<file path="src/rtl/matrix_result_reader.sv">
// matrix_result_reader: reads the packed 5x5 result word and streams its elements over valid/ready.
// Define MATRIX_READER_COLMAJOR_EN to stream in column-major order.
module matrix_result_reader #(
  parameter int RESULT_ADDR = 2,
  parameter int RAM_LATENCY = 2
) (
  input  logic         clock,
  input  logic         reset,
  input  logic         start,
  output logic         busy,
  output logic         done,
  output logic [7:0]   ram_address,
  input  logic [255:0] ram_q,
  output logic [7:0]   elem_data,
  output logic [2:0]   elem_row,
  output logic [2:0]   elem_col,
  output logic         elem_valid,
  input  logic         elem_ready
);
  typedef enum logic [1:0] {IDLE, WAIT, CAPTURE, STREAM} state_t;
  state_t r_state, w_next;
  logic [2:0] r_cnt;
  logic [199:0] r_buf;
  logic w_hs, w_last, w_unused;
  logic [2:0] w_nrow, w_ncol;
  logic [4:0] w_nk;
  assign w_unused = ^ram_q[255:200];
  assign busy = r_state != IDLE;
  assign elem_valid = r_state == STREAM;
  assign w_hs = elem_valid && elem_ready;
  assign w_last = elem_row == 3'd4 && elem_col == 3'd4;
`ifdef MATRIX_READER_COLMAJOR_EN
  assign w_nrow = elem_row == 3'd4 ? 3'd0 : elem_row + 3'd1;
  assign w_ncol = elem_row == 3'd4 ? elem_col + 3'd1 : elem_col;
`else
  assign w_ncol = elem_col == 3'd4 ? 3'd0 : elem_col + 3'd1;
  assign w_nrow = elem_col == 3'd4 ? elem_row + 3'd1 : elem_row;
`endif
  assign w_nk = 5'(w_nrow) * 5'd5 + 5'(w_ncol);
  always_ff @(posedge clock)
    if (reset) r_state <= IDLE;
    else r_state <= w_next;
  always_comb begin
    w_next = r_state;
    unique case (r_state)
      IDLE:    if (start) w_next = RAM_LATENCY == 1 ? CAPTURE : WAIT;
      WAIT:    if (r_cnt == 3'(RAM_LATENCY - 2)) w_next = CAPTURE;
      CAPTURE: w_next = STREAM;
      STREAM:  if (w_hs && w_last) w_next = IDLE;
    endcase
  end
  always_ff @(posedge clock) begin
    if (reset) begin
      done        <= 1'b0;
      ram_address <= 8'd0;
      r_cnt       <= 3'd0;
      r_buf       <= '0;
      elem_data   <= 8'd0;
      elem_row    <= 3'd0;
      elem_col    <= 3'd0;
    end else begin
      done <= w_hs && w_last;
      if (r_state == IDLE && start) begin
        ram_address <= 8'(RESULT_ADDR);
        r_cnt       <= 3'd0;
      end
      if (r_state == WAIT) r_cnt <= r_cnt + 3'd1;
      if (r_state == CAPTURE) begin
        r_buf     <= ram_q[199:0];
        elem_data <= ram_q[7:0];
        elem_row  <= 3'd0;
        elem_col  <= 3'd0;
      end
      // the final handshake leaves the index on (4,4); the next capture rewinds it
      if (w_hs && !w_last) begin
        elem_row  <= w_nrow;
        elem_col  <= w_ncol;
        elem_data <= r_buf[{w_nk, 3'b000} +: 8];
      end
    end
  end
endmodule

</file>
<file path="config.mk">
export PLATFORM = sky130hd
export DESIGN_NAME = matrix_result_reader
export DESIGN_NICKNAME = d
export VERILOG_FILES = /design/src/rtl/matrix_result_reader.sv
export SDC_FILE = /design/constraint.sdc
export NUM_CORES = 1
export LEC_CHECK = 0
export CAP_MARGIN = 20
export CORE_MARGIN = 2
export CORE_UTILIZATION = 53
export DETAILED_ROUTE_END_ITERATION = 6
export GPL_ROUTABILITY_DRIVEN = 0
export MAX_ROUTING_LAYER = met4
export PLACE_DENSITY = 0.87
export SLEW_MARGIN = 20
export SYNTH_ARGS = -nofsm -noshare
export SYNTH_HDL_FRONTEND = slang
export SYNTH_SLANG_ARGS = --single-unit
export TNS_END_PERCENT = 50
</file>
<file path="constraint.sdc">
create_clock -name clock -period 10.6 [get_ports clock]
set_input_delay 2.65 -clock clock [delete_from_list [all_inputs] [get_ports clock]]
set_output_delay 2.65 -clock clock [all_outputs]
set_load 0.01 [all_outputs]
</file>
# == After elaboration in Yosys (flattened, before gate mapping) ==
# Index checks and enable logic that the tools add are counted.
# totals
mem_bits_rw,0
mem_count,0
regBits,221
input_bits,260
romBits,0
latchBits,0
# op_classes
n_div,0
n_lt_le_gt_ge,0
multipliers,1
n_eq_ne,8
n_bitwise,0
reduce_logical,12
shifts,1
addsub,4
n_mux,13
# op_table
op,n
$shiftx 200x9->8,1
$mux 3,7
$mux 8,2
$add 3x1->3 const B,3
$pmux 2 s4,1
$eq 3x3->1 const B,2
$mux 2,3
$reduce_bool 2->1,3
$add 5x3->5,1
$logic_and 1x1->1,5
$mul 3x3->5 const B,1
$eq 2x2->1 const B,2
$ne 2x2->1 const B,2
$logic_not 3->1,1
$reduce_and 3->1,1
$eq 2x1->1 const B,1
$logic_not 2->1,1
$ne 2x1->1 const B,1
$logic_not 1->1,1

# == Longest topological paths before layout ==
# Gate-level depths: netlist of run 1.
# logic_depth
depth_word,6
ltp_mapped,17
ltp_nobuf,15

# == Worst setup path after synthesis of run 1 ==
# OpenSTA, ideal clock, no wires.
# synth_timing
path_kind,register to register
from,register elem_col[0]
to,register elem_data[6]
required_ns,10.467
path_buffers,3
setup_time_ns,0.133
setup_slack_ns,6.682
stages_incl_launch_ff,17
t_arrival_ns,3.785
cell_sequence,dfxtp_1 -> inv_1 -> ha_1 -> and2_1 -> buf_4 -> nand2_4 -> xnor2_4 -> ha_1 -> ha_1 -> fa_1 -> clkbuf_1 -> nor2b_1 -> clkbuf_1 -> nand4_1 -> nand4_1 -> o211a_1 -> o32ai_2
# synth_between
elab_chain_len,6
elab_cells_between_ends,12
# synth_lines
item,line,source
from (decl),16,"output logic [2:0] elem_col,"
from (signal assigned),77,elem_col <= w_ncol;
$eq 3x3->1,"31, 36, 37",
$mux 3,37,assign w_nrow = elem_col == 3'd4 ? elem_row + 3'd1 : elem_row;
$mul 3x3->5,39,assign w_nk = 5'(w_nrow) * 5'd5 + 5'(w_ncol);
$add 5x3->5,39,
$shiftx 200x9->8,78,"elem_data <= r_buf[{w_nk, 3'b000} +: 8];"
$mux 8,75,if (w_hs && !w_last) begin
to (signal assigned),70,elem_data <= ram_q[7:0];
to (signal assigned),78,
to (decl),14,"output logic [7:0] elem_data,"
# Several ways; a longest one is shown, not always the timed one.
# A chain may end at the register's enable or synchronous reset.

# == Worst setup path after layout of run 1 ==
# layout_timing
from,register elem_row[0]
to,register elem_data[3]
# layout_between
elab_chain_len,6
elab_cells_between_ends,11
# layout_lines
item,line,source
from (decl),15,"output logic [2:0] elem_row,"
from (signal assigned),76,elem_row <= w_nrow;
$add 3x1->3,37,
$mux 3,37,
$mul 3x3->5,39,
$add 5x3->5,39,
$shiftx 200x9->8,78,
$mux 8,75,
# Several ways; a longest one is shown, not always the timed one.

==> results of run 1 <==
## power breakdown
part / internal, uW / switching [uW] / total [uW]
Clock: 493 / 338 / 831
Combinational: 394 / 397 / 791
Sequential: 968 / 88.0 / 1060
Total: 1860 / 823 / 2680
## cells by family after synthesis
logic type               share of synthesized area (%)
flip-flops                                       41.11
AND/OR/NAND/NOR                                  19.94
other                                          0.03485
adder cells (fa/ha/maj)                          2.279
AO/OA/AOI/OAI                                    7.046
multiplexers                                     23.64
buffers and inverters                            4.779
XOR/XNOR                                         1.174
## through the flow
step | worst slack (ns) | hold WS (ns) | total power, uW | cells | cell area (sq um)
4_1_cts | 5.586 | 0.4769 | 2688 | 1671 | 13790
3_5_place_dp | 5.607 | 0.4626 | 1850 | 1628 | 12990
5_1_grt | 5.210 | 0.5000 | 2806 | 1672 | 13800
6_report | 5.550 | 0.4779 | 2678 | 1672 | 13800
3_3_place_gp | 5.704 | 0.4539 | 1823 | 1628 | 12990
2_1_floorplan | 6.682 | 0.4542 | 1628 | 1225 | 10780
## final cells by class
class	instances	share of cell area, %
Antenna cell	1	0.01813
Clock buffer	36	5.485
Clock inverter	7	0.3354
Inverter	11	0.2992
Multi-Input combinational cell	892	42.61
Sequential cell	221	32.06
Tap cell	270	2.448
Timing Repair Buffer	234	16.74
## sequential cells by signal, indices dropped and copies added (netlist names)
name and flops:
elem_col 3, ram_address 1, done 1, elem_row 3, r_state 2, elem_data 8
r_cnt 3, r_buf 200
## placed cells by master, fill, tap and decap left out, types with 7 or more instances in the layout
cell type        count
a21oi_1             22
a221oi_1             7
a31oi_1             24
buf_4               13
clkbuf_16           25
clkbuf_8             9
clkdlybuf4s50_1    220
conb_1               7
dfxtp_1            220
ha_1                17
inv_1               10
mux2i_1            238
nand2_1            143
nand3_1             41
nand4_1             16
nor2_1             237
nor3_1              30
nor4_1               9
o21ai_0              8
o22ai_1             10
## metal layers
metal	global-route usage [%]	vias to the layer above	routed length [um]
met5	-	-	0
met4	10.34	0	1219
met3	6.375	82	2553
met2	45.00	407	13930
met1	34.71	4411	12490
li1	-	4559	-
## worst max path at each step
stage	end	slack, ns	depth (start not counted)
2_1_floorplan	elem_data[6]$_SDFFE_PP0P_	6.68	16
3_3_place_gp	elem_data[1]$_SDFFE_PP0P_	5.70	13
3_5_place_dp	elem_data[1]$_SDFFE_PP0P_	5.61	12
4_1_cts	elem_data[1]$_SDFFE_PP0P_	5.59	13
5_1_grt	elem_data[1]$_SDFFE_PP0P_	5.21	14
6_report	elem_data[3]$_SDFFE_PP0P_	5.55	12
## worst max-delay path: stages, from the launching register on
cell and delay [ns]:
dfxtp_2 0.33, buf_4 0.59, ha_1 0.32, nand2_4 0.08, xnor2_4 0.24, ha_1 0.29
ha_1 0.34, fa_1 0.99, and2_0 0.94, a31oi_1 0.27, nand4_1 0.23, and3_1 0.18
o32ai_1 0.10
==> metrics.cfg, run 1 <==
[sta]
period_share_pct = 47.64
finClkSkew_ns = 0.01982
rsz0062_at_grt = false
setup_tns_ns = 0
max_slew_margin_pct = 25.97
drv_slew = 0
hold_viol = 0
setup_viol = 0
worst_pin_slew_ns = 1.110
period_minus_slack_ns = 5.050
fmax_mhz = 198.0

[setup_path]
cp_max_fo = 59
critPathKind = register to register
critPathRequiredTime_ns = 10.96
regToRegStartpoint = elem_row[0]$_SDFFE_PP0P_
worst_setup_path_end_kind = register
cp-start-kind = register
rr_endpoint = elem_data[3]$_SDFFE_PP0P_
cp.arrival_ns = 5.41
reg2reg_slack_ns = 5.55
r2r_cells = 12
setup.worst_path.start = elem_row[0]$_SDFFE_PP0P_

[floorplanning]
dieArea_sq_um = 21460
num_rows = 52
fp.dieW_um = 146.5
coreArea_sq_um = 20100
num_io_pins = 285
start_util_pct = 53.53
die_h_um = 146.5

[cts]
holdBufCountCts = 0
clk_path_buf_depth = 3
cts_root_buffer = clkbuf_16
clk_latency_ns = 0.52
tritoncts = done
htreeDepth = 1
cts_buffers = 24
ctsResizeCount = 0
cts_sinks = 221
clkTransAtPathRegs_ns = 0.06
post_cts_buffers = 0

[global_route]
grt_util_all_layers_pct = 28.04
grt_max_degree = 140
grt_pass1_vias = 9186
grt_antenna_before_repair = 1
grt_pass1_wl_um = 47380
overflow = 0

[hold_path]
hold_depth = 2
whs_endpoint = ram_address[1]$_SDFFE_PP0P_
hp-class = register to register
min_from = ram_address[1]$_SDFFE_PP0P_

[logic_synthesis]
ys_warn_count = 0
synth_common_cells = mux2i_1, nor2_1, dfxtp_1
ys_seq_elements = 221
synthArstFlopShare_pct = 0
ys_seq_area_share_pct = 41.11
ys_types = 63
synth_top_area_cell = dfxtp_1
synth_cells = 1219
yosysMostFrequentCell = mux2i_1
synth_ff_type = dfxtp_1
yosys-top-cells-area = dfxtp_1, mux2i_1, nor2_1, nand2_1, ha_1
synthesis.area_sq_um = 10760
synth_top_area_share_pct = 41.11
synth_area_per_cell_sq_um = 8.828
synth_edf_count = 0

[finish]
drive_gt1_share_pct = 5.425
regArea_sq_um = 4425
utilization_pct = 68.65
nets = 1663
nFillCells = 1559
area_growth_pct = 28.25
multi_input_area_sq_um = 5881

[drt]
vias = 9459
drt-total-wl_um = 30190
via_per_inst = 5.657
drc = 0
first_pass_iters = 4
drt_iter0_drc = 610
routedWlPerCell_um = 18.06
ant_nets = 0

[placed_design]
dp_hpwl_um = 20330
numPortBuffers = 221

[pwr]
irDropWorstVdd_mv = 0.1171
p_leak_uw = 0.004854
p_per_area_nw_per_um2 = 194.0

[status]
status = finished, final reports clean

[run]
drv_cap = 0

Note: power is estimated with default switching activity, not from simulation.
==> inputs of run 2 (changes only) <==
--- a/config.mk
+++ b/config.mk
@@ -7,11 +7,11 @@
 export LEC_CHECK = 0
 export CAP_MARGIN = 20
 export CORE_MARGIN = 2
-export CORE_UTILIZATION = 53
+export CORE_UTILIZATION = 44
 export DETAILED_ROUTE_END_ITERATION = 6
 export GPL_ROUTABILITY_DRIVEN = 0
 export MAX_ROUTING_LAYER = met4
-export PLACE_DENSITY = 0.87
+export PLACE_DENSITY = 0.77
 export SLEW_MARGIN = 20
 export SYNTH_ARGS = -nofsm -noshare
 export SYNTH_HDL_FRONTEND = slang
==> constraint.sdc (replaced) <==
create_clock -name clock -period 4.3 [get_ports clock]
set_input_delay 1.075 -clock clock [delete_from_list [all_inputs] [get_ports clock]]
set_output_delay 1.075 -clock clock [all_outputs]
set_load 0.01 [all_outputs]
==> metrics.cfg, run 2 (synthesized netlist as in run 1, its figures left out) <==
[sta]
fmax_mhz = 246.7  ; +25%
max_slew_margin_pct = 32.10  ; +6.1 points
finClkSkew_ns = 0.01576  ; -0.004058 ns
fin_ws_ns = 0.2472  ; -5.303 ns
drv_slew = 0  ; unchanged
setup_tns_ns = 0  ; unchanged
period_share_pct = 94.25  ; +47 points
setup_viol = 0  ; unchanged
hold_viol = 0  ; unchanged
hold_ws_ns = 0.4907  ; +0.01277 ns
worst_pin_slew_ns = 1.018  ; -0.09195 ns
period_minus_slack_ns = 4.053  ; -0.9972 ns
rsz0062_at_grt = false

[finish]
final_common_cell = mux2i_1
nFillCells = 2116  ; +36%
regMostFlops = r_buf
drive_gt1_share_pct = 6.892  ; +1.5 points
nets = 1684  ; +1.3%
final_cell_mix = mux2i_1, nor2_1, dfxtp_1, clkdlybuf4s50_1, nand2_1
area_growth_pct = 31.15
fin_cells = 1747  ; +4.5%
largest_reg_flops = 200  ; unchanged
reg_top3 = r_buf: 200 flops, elem_data: 8 flops

[global_route]
grt_max_degree = 118  ; -16%
grt_util_all_layers_pct = 24.01  ; -4.0 points
grt_pass1_wl_um = 48440  ; +2.2%
grt_antenna_before_repair = 1  ; unchanged
overflow = 0  ; unchanged
grt_pass1_vias = 9029  ; -1.7%

[placed_design]
dp_hpwl_um = 22070  ; +8.6%
pre_cts_ws_ns = 0.1274  ; -5.480 ns
dp.cells = 1702  ; +4.5%
numPortBuffers = 221  ; unchanged

[cts]
clkTransAtPathRegs_ns = 0.06  ; about the same
cts_buffers = 25  ; +4.2%
clk_path_buf_depth = 3  ; unchanged
post_cts_buffers = 0  ; unchanged
tritoncts = done
clk_latency_ns = 0.54  ; +0.02 ns
cts_root_buffer = clkbuf_16
cts_sinks = 221  ; unchanged
htreeDepth = 1  ; unchanged

[setup_path]
worst_setup_path_end_kind = register
cp.arrival_ns = 4.48  ; -0.93 ns
crit_top_cell = ha_1
cp-start-kind = register
cp_slowest_cell = dfxtp_1
cp_cell_sequence = inv_1 > ha_1 > and2_2 > nand2_4 > xnor2_4 > ha_1 > ha_1 > fa_2 > xnor2_2 > nor2_1 > a221oi_1 > nor3_1 > nor4_1 > nor2_1 > o2bb2ai_1
critPathKind = register to register
max_stage_delay_ns = 0.44  ; -0.55 ns
path_buf_inv = 1  ; unchanged
crit_family = adder cells
cp_max_fo = 7  ; -88%
critPathRequiredTime_ns = 4.73  ; -6.23 ns

[drt]
via_per_inst = 5.430  ; -4.0%
drc = 0  ; unchanged
drt-total-wl_um = 31070  ; +2.9%
vias = 9487  ; +0.30%
ant_nets = 0  ; unchanged
drt_iter0_drc = 633  ; +3.8%
first_pass_iters = 6  ; +2
routedWlPerCell_um = 17.78  ; -1.5%

[pwr]
p_leak_uw = 0.004984  ; +2.7%
irDropWorstVdd_mv = 0.2934  ; +150%
p_per_area_nw_per_um2 = 477.9  ; +150%

[floorplanning]
num_rows = 57  ; +9.6%
dieArea_sq_um = 25730  ; +20%
die_h_um = 160.4  ; +9.5%
num_io_pins = 285  ; unchanged
coreArea_sq_um = 24180  ; +20%
fp.dieW_um = 160.4  ; +9.5%
start_util_pct = 44.51  ; -9.0 points

[run]
drv_cap = 0  ; unchanged

[status]
status = finished, final reports clean

[hold_path]
hp-class = register to register

## run 2: cell types whose count changed in the layout (fill, tap and decap cells not counted), moves of 2 or more
cell	change
buf_4	+16
clkbuf_8	-3
buf_12	+4
bufinv_16	+2
## run 2: final timing paths
kind                            startpoint                   endpoint  slack, ns  cells past startpoint
setup / recovery  elem_col[0]$_SDFFE_PP0P_  elem_data[2]$_SDFFE_PP0P_       0.25                     15
hold / removal     r_buf[134]$_SDFFE_PP0P_    r_buf[134]$_SDFFE_PP0P_       0.49                      2
setup reg to reg  elem_col[0]$_SDFFE_PP0P_  elem_data[2]$_SDFFE_PP0P_       0.25                     15
hold reg to reg    r_buf[134]$_SDFFE_PP0P_    r_buf[134]$_SDFFE_PP0P_       0.49                      2
## run 2: layout make-up
class | count | area (sq um) | share of cell area (%)
multi-input combinational | 892 | 5883 | 41.68
sequential | 221 | 4425 | 31.36
timing repair buffer | 254 | 2511 | 17.79
clock buffer | 34 | 719.4 | 5.098
tap | 324 | 405.4 | 2.872
clock inverter | 10 | 125.1 | 0.8865
inverter | 11 | 41.29 | 0.2926
antenna | 1 | 2.502 | 0.01773
## run 2: power breakdown
group | switching [uW] | total (uW) | internal (uW)
Combinational | 977 | 1960 | 984
Clock | 882 | 2180 | 1300
Sequential | 220 | 2610 | 2390
## run 2: worst min-delay path, cell delays in order (launching register included)
cell     delay [ns]
dfxtp_1        0.32
mux2i_1        0.06
nor2_1         0.07
## run 2: layer usage
| layer | up-vias | routed length [um] | share of wire, % | track usage [%] |
|---|---|---|---|---|
| li1 | 4603 | - | - | - |
| met1 | 4490 | 13870 | 45 | 31.41 |
| met2 | 328 | 14210 | 46 | 37.97 |
| met3 | 66 | 1949 | 6.3 | 4.106 |
| met4 | 0 | 1039 | 3.3 | 7.740 |
| met5 | - | 0 | 0 | - |
## run 2: repair_timing
item                                    4_1_cts  5_1_grt
gates resized for setup                       0        3
hold buffers                                  0        0
hold endpoints to repair                      0        0
endpoints found under the setup margin        0        8
## run 2: stage by stage
stage / util [%] / power, uW / cell area, sq um
final: 58.38 / 6744 / 14110
after global routing: 58.38 / 7059 / 14110
after CTS: 58.32 / 6768 / 14100
after detailed placement: 54.83 / 4587 / 13260
after global placement: 54.83 / 4529 / 13260
after floorplan: - / 4012 / 10780
==> inputs of run 3 (changes only) <==
==> constraint.sdc (replaced) <==
create_clock -name clock -period 4.3 [get_ports clock]
set_input_delay 1.075 -clock clock [delete_from_list [all_inputs] [get_ports clock]]
set_output_delay 1.075 -clock clock [all_outputs]
set_load 0.1 [all_outputs]
==> metrics.cfg, run 3 (synthesized netlist as in run 1, its figures left out) <==
[global_route]
grt_util_all_layers_pct = 24.34  ; +0.32 points
grt_antenna_before_repair = 3  ; +2
met2_usage_pct = 39.28  ; +1.3 points
grt-busiest-layer = met2
met3_usage_pct = 4.726  ; +0.62 points
gr-usage-met1_pct = 31.35  ; -0.055 points
overflow = 0  ; unchanged
grt_pass1_wl_um = 49140  ; +1.5%
grt_max_degree = 87  ; -26%
grt_pass1_vias = 9091  ; +0.69%

[finish]
fin_cells = 1750  ; +0.17%
area_growth_pct = 31.29
nFillCells = 2087  ; -1.4%
drive_gt1_share_pct = 7.027  ; +0.14 points
regArea_sq_um = 4429  ; about the same
final_common_cell = mux2i_1
multi_input_area_sq_um = 5888  ; about the same
regMostFlops = r_buf
final_area_sq_um = 14130  ; +0.11%
nets = 1684  ; unchanged
final_cell_mix = mux2i_1, nor2_1, clkdlybuf4s50_1
largest_reg_flops = 200  ; unchanged
reg_top3 = r_buf: 200 flops, elem_data: 8 flops

[cts]
htreeDepth = 1  ; unchanged
post_cts_buffers = 0  ; unchanged
cts_buffers = 26  ; +4.0%
clk_latency_ns = 0.54  ; about the same
tritoncts = done
cts_root_buffer = clkbuf_16
cts_sinks = 221  ; unchanged
clkTransAtPathRegs_ns = 0.06  ; about the same
clk_path_buf_depth = 3  ; unchanged

[sta]
period_share_pct = 96.89  ; +2.6 points
worst_pin_slew_ns = 1.053  ; +0.03469 ns
fmax_mhz = 240.0  ; -2.7%
hold_viol = 0  ; unchanged
finClkSkew_ns = 0.01899  ; +0.003228 ns
rsz0062_at_grt = false
max_slew_margin_pct = 29.57  ; -2.5 points
setup_viol = 0  ; unchanged
hold_ws_ns = 0.4812  ; -0.009484 ns
drv_slew = 0  ; unchanged
fin_ws_ns = 0.1337  ; -0.1135 ns
period_minus_slack_ns = 4.166  ; +0.1135 ns
setup_tns_ns = 0  ; unchanged

[setup_path]
worst_setup_path_end_kind = register
regToRegStartpoint = elem_col[0]$_SDFFE_PP0P_
path_buf_inv = 2  ; +1
critPathKind = register to register
cp_max_fo = 9  ; +2
cp_cell_sequence = inv_1 > ha_1 > and2_1 > nand2_4 > xnor2_4 > ha_1 > ha_1 > fa_2 > buf_4 > nand2b_1 > nor3_1 > a2111oi_0 > o32ai_1
cp.arrival_ns = 4.56  ; +0.08 ns
cp_slowest_cell = fa_2
max_stage_delay_ns = 0.72  ; +0.28 ns
crit_family = adder cells
cp-start-kind = register
setup.worst_path.start = elem_col[0]$_SDFFE_PP0P_
crit_top_cell = ha_1
critPathRequiredTime_ns = 4.69  ; -0.04 ns

[placed_design]
dp.cells = 1701  ; -0.059%
numPortBuffers = 221  ; unchanged
dp_hpwl_um = 22120  ; +0.26%
postPlaceCellArea_sq_um = 13250  ; about the same
pre_cts_ws_ns = 0.09692  ; -0.03044 ns

[status]
status = finished, final reports clean

[pwr]
p_per_area_nw_per_um2 = 493.8  ; +3.3%
irDropWorstVdd_mv = 0.3373  ; +15%
p_leak_uw = 0.004996  ; +0.23%

[drt]
via_per_inst = 5.380  ; -0.93%
drc = 0  ; unchanged
ant_nets = 0  ; unchanged
first_pass_iters = 7  ; +1
vias = 9415  ; -0.76%
drt_iter0_drc = 765  ; +21%
drt-total-wl_um = 31100  ; +0.11%
routedWlPerCell_um = 17.77  ; about the same

[hold_path]
hp-class = register to register
min_from = ram_address[1]$_SDFFE_PP0P_

[floorplanning]
start_util_pct = 44.51  ; unchanged
num_io_pins = 285  ; unchanged
die_h_um = 160.4  ; unchanged
dieArea_sq_um = 25730  ; unchanged
num_rows = 57  ; unchanged
coreArea_sq_um = 24180  ; unchanged
fp.dieW_um = 160.4  ; unchanged

[run]
drv_cap = 0  ; unchanged

run 3: cell count changes in the layout (fill, tap and decap cells not counted), moves of 2 or more:
| cell | change |
|---|---|
| clkbuf_1 | +3 |
| clkinvlp_4 | -4 |
| diode_2 | +2 |
| clkinv_2 | +4 |
| clkbuf_8 | -3 |
| dfxtp_2 | +3 |
| dfxtp_1 | -3 |
run 3: final timing paths:
| check | endpoint | slack (ns) | cells after the start |
|---|---|---|---|
| worst max-delay path | elem_data[5]$_SDFFE_PP0P_ | 0.13 | 13 |
| worst min-delay path | ram_address[1]$_SDFFE_PP0P_ | 0.48 | 2 |
| worst max register to register | elem_data[5]$_SDFFE_PP0P_ | 0.13 | 13 |
| worst min register to register | ram_address[1]$_SDFFE_PP0P_ | 0.48 | 2 |
run 3: repair_timing:
item	4_1_cts	5_1_grt
resized for setup	0	3
hold buffers	0	0
setup endpoints to repair	0	8
run 3: metal layers:
| metal | vias to the layer above | wire (um) |
|---|---|---|
| met5 | - | 0 |
| met4 | 0 | 843 |
| met3 | 59 | 2118 |
| met2 | 356 | 14380 |
| met1 | 4397 | 13760 |
| li1 | 4603 | - |
run 3: final cells by class:
| type | instances | area share [%] |
|---|---|---|
| timing repair buffer | 253 | 17.70 |
| inverter | 11 | 0.2922 |
| antenna | 3 | 0.05313 |
| clock inverter | 11 | 1.001 |
| sequential | 221 | 31.35 |
| tap | 324 | 2.869 |
| clock buffer | 35 | 5.057 |
| multi-input combinational | 892 | 41.68 |
run 3: worst register-to-register path: stages (launching register included):
cell	delay (ns)
dfxtp_2	0.35
inv_1	0.10
ha_1	0.18
and2_1	0.34
nand2_4	0.11
xnor2_4	0.24
ha_1	0.29
ha_1	0.35
fa_2	0.72
buf_4	0.16
nand2b_1	0.24
nor3_1	0.11
a2111oi_0	0.71
o32ai_1	0.15
run 3: stage by stage:
stage	power [uW]	utilization (%)
floorplan	4203	-
global placement	4726	54.81
detailed placement	4786	54.81
CTS	7007	58.35
global route	7314	58.44
finish	6976	58.44
run 3: report_power, final:
part / internal, uW / switching (uW) / leakage [uW]
combinational: 987 / 1170 / 0.00277
clock: 1340 / 870 / 0.000426
sequential: 2390 / 222 / 0.00180
total: 4710 / 2260 / 0.00500
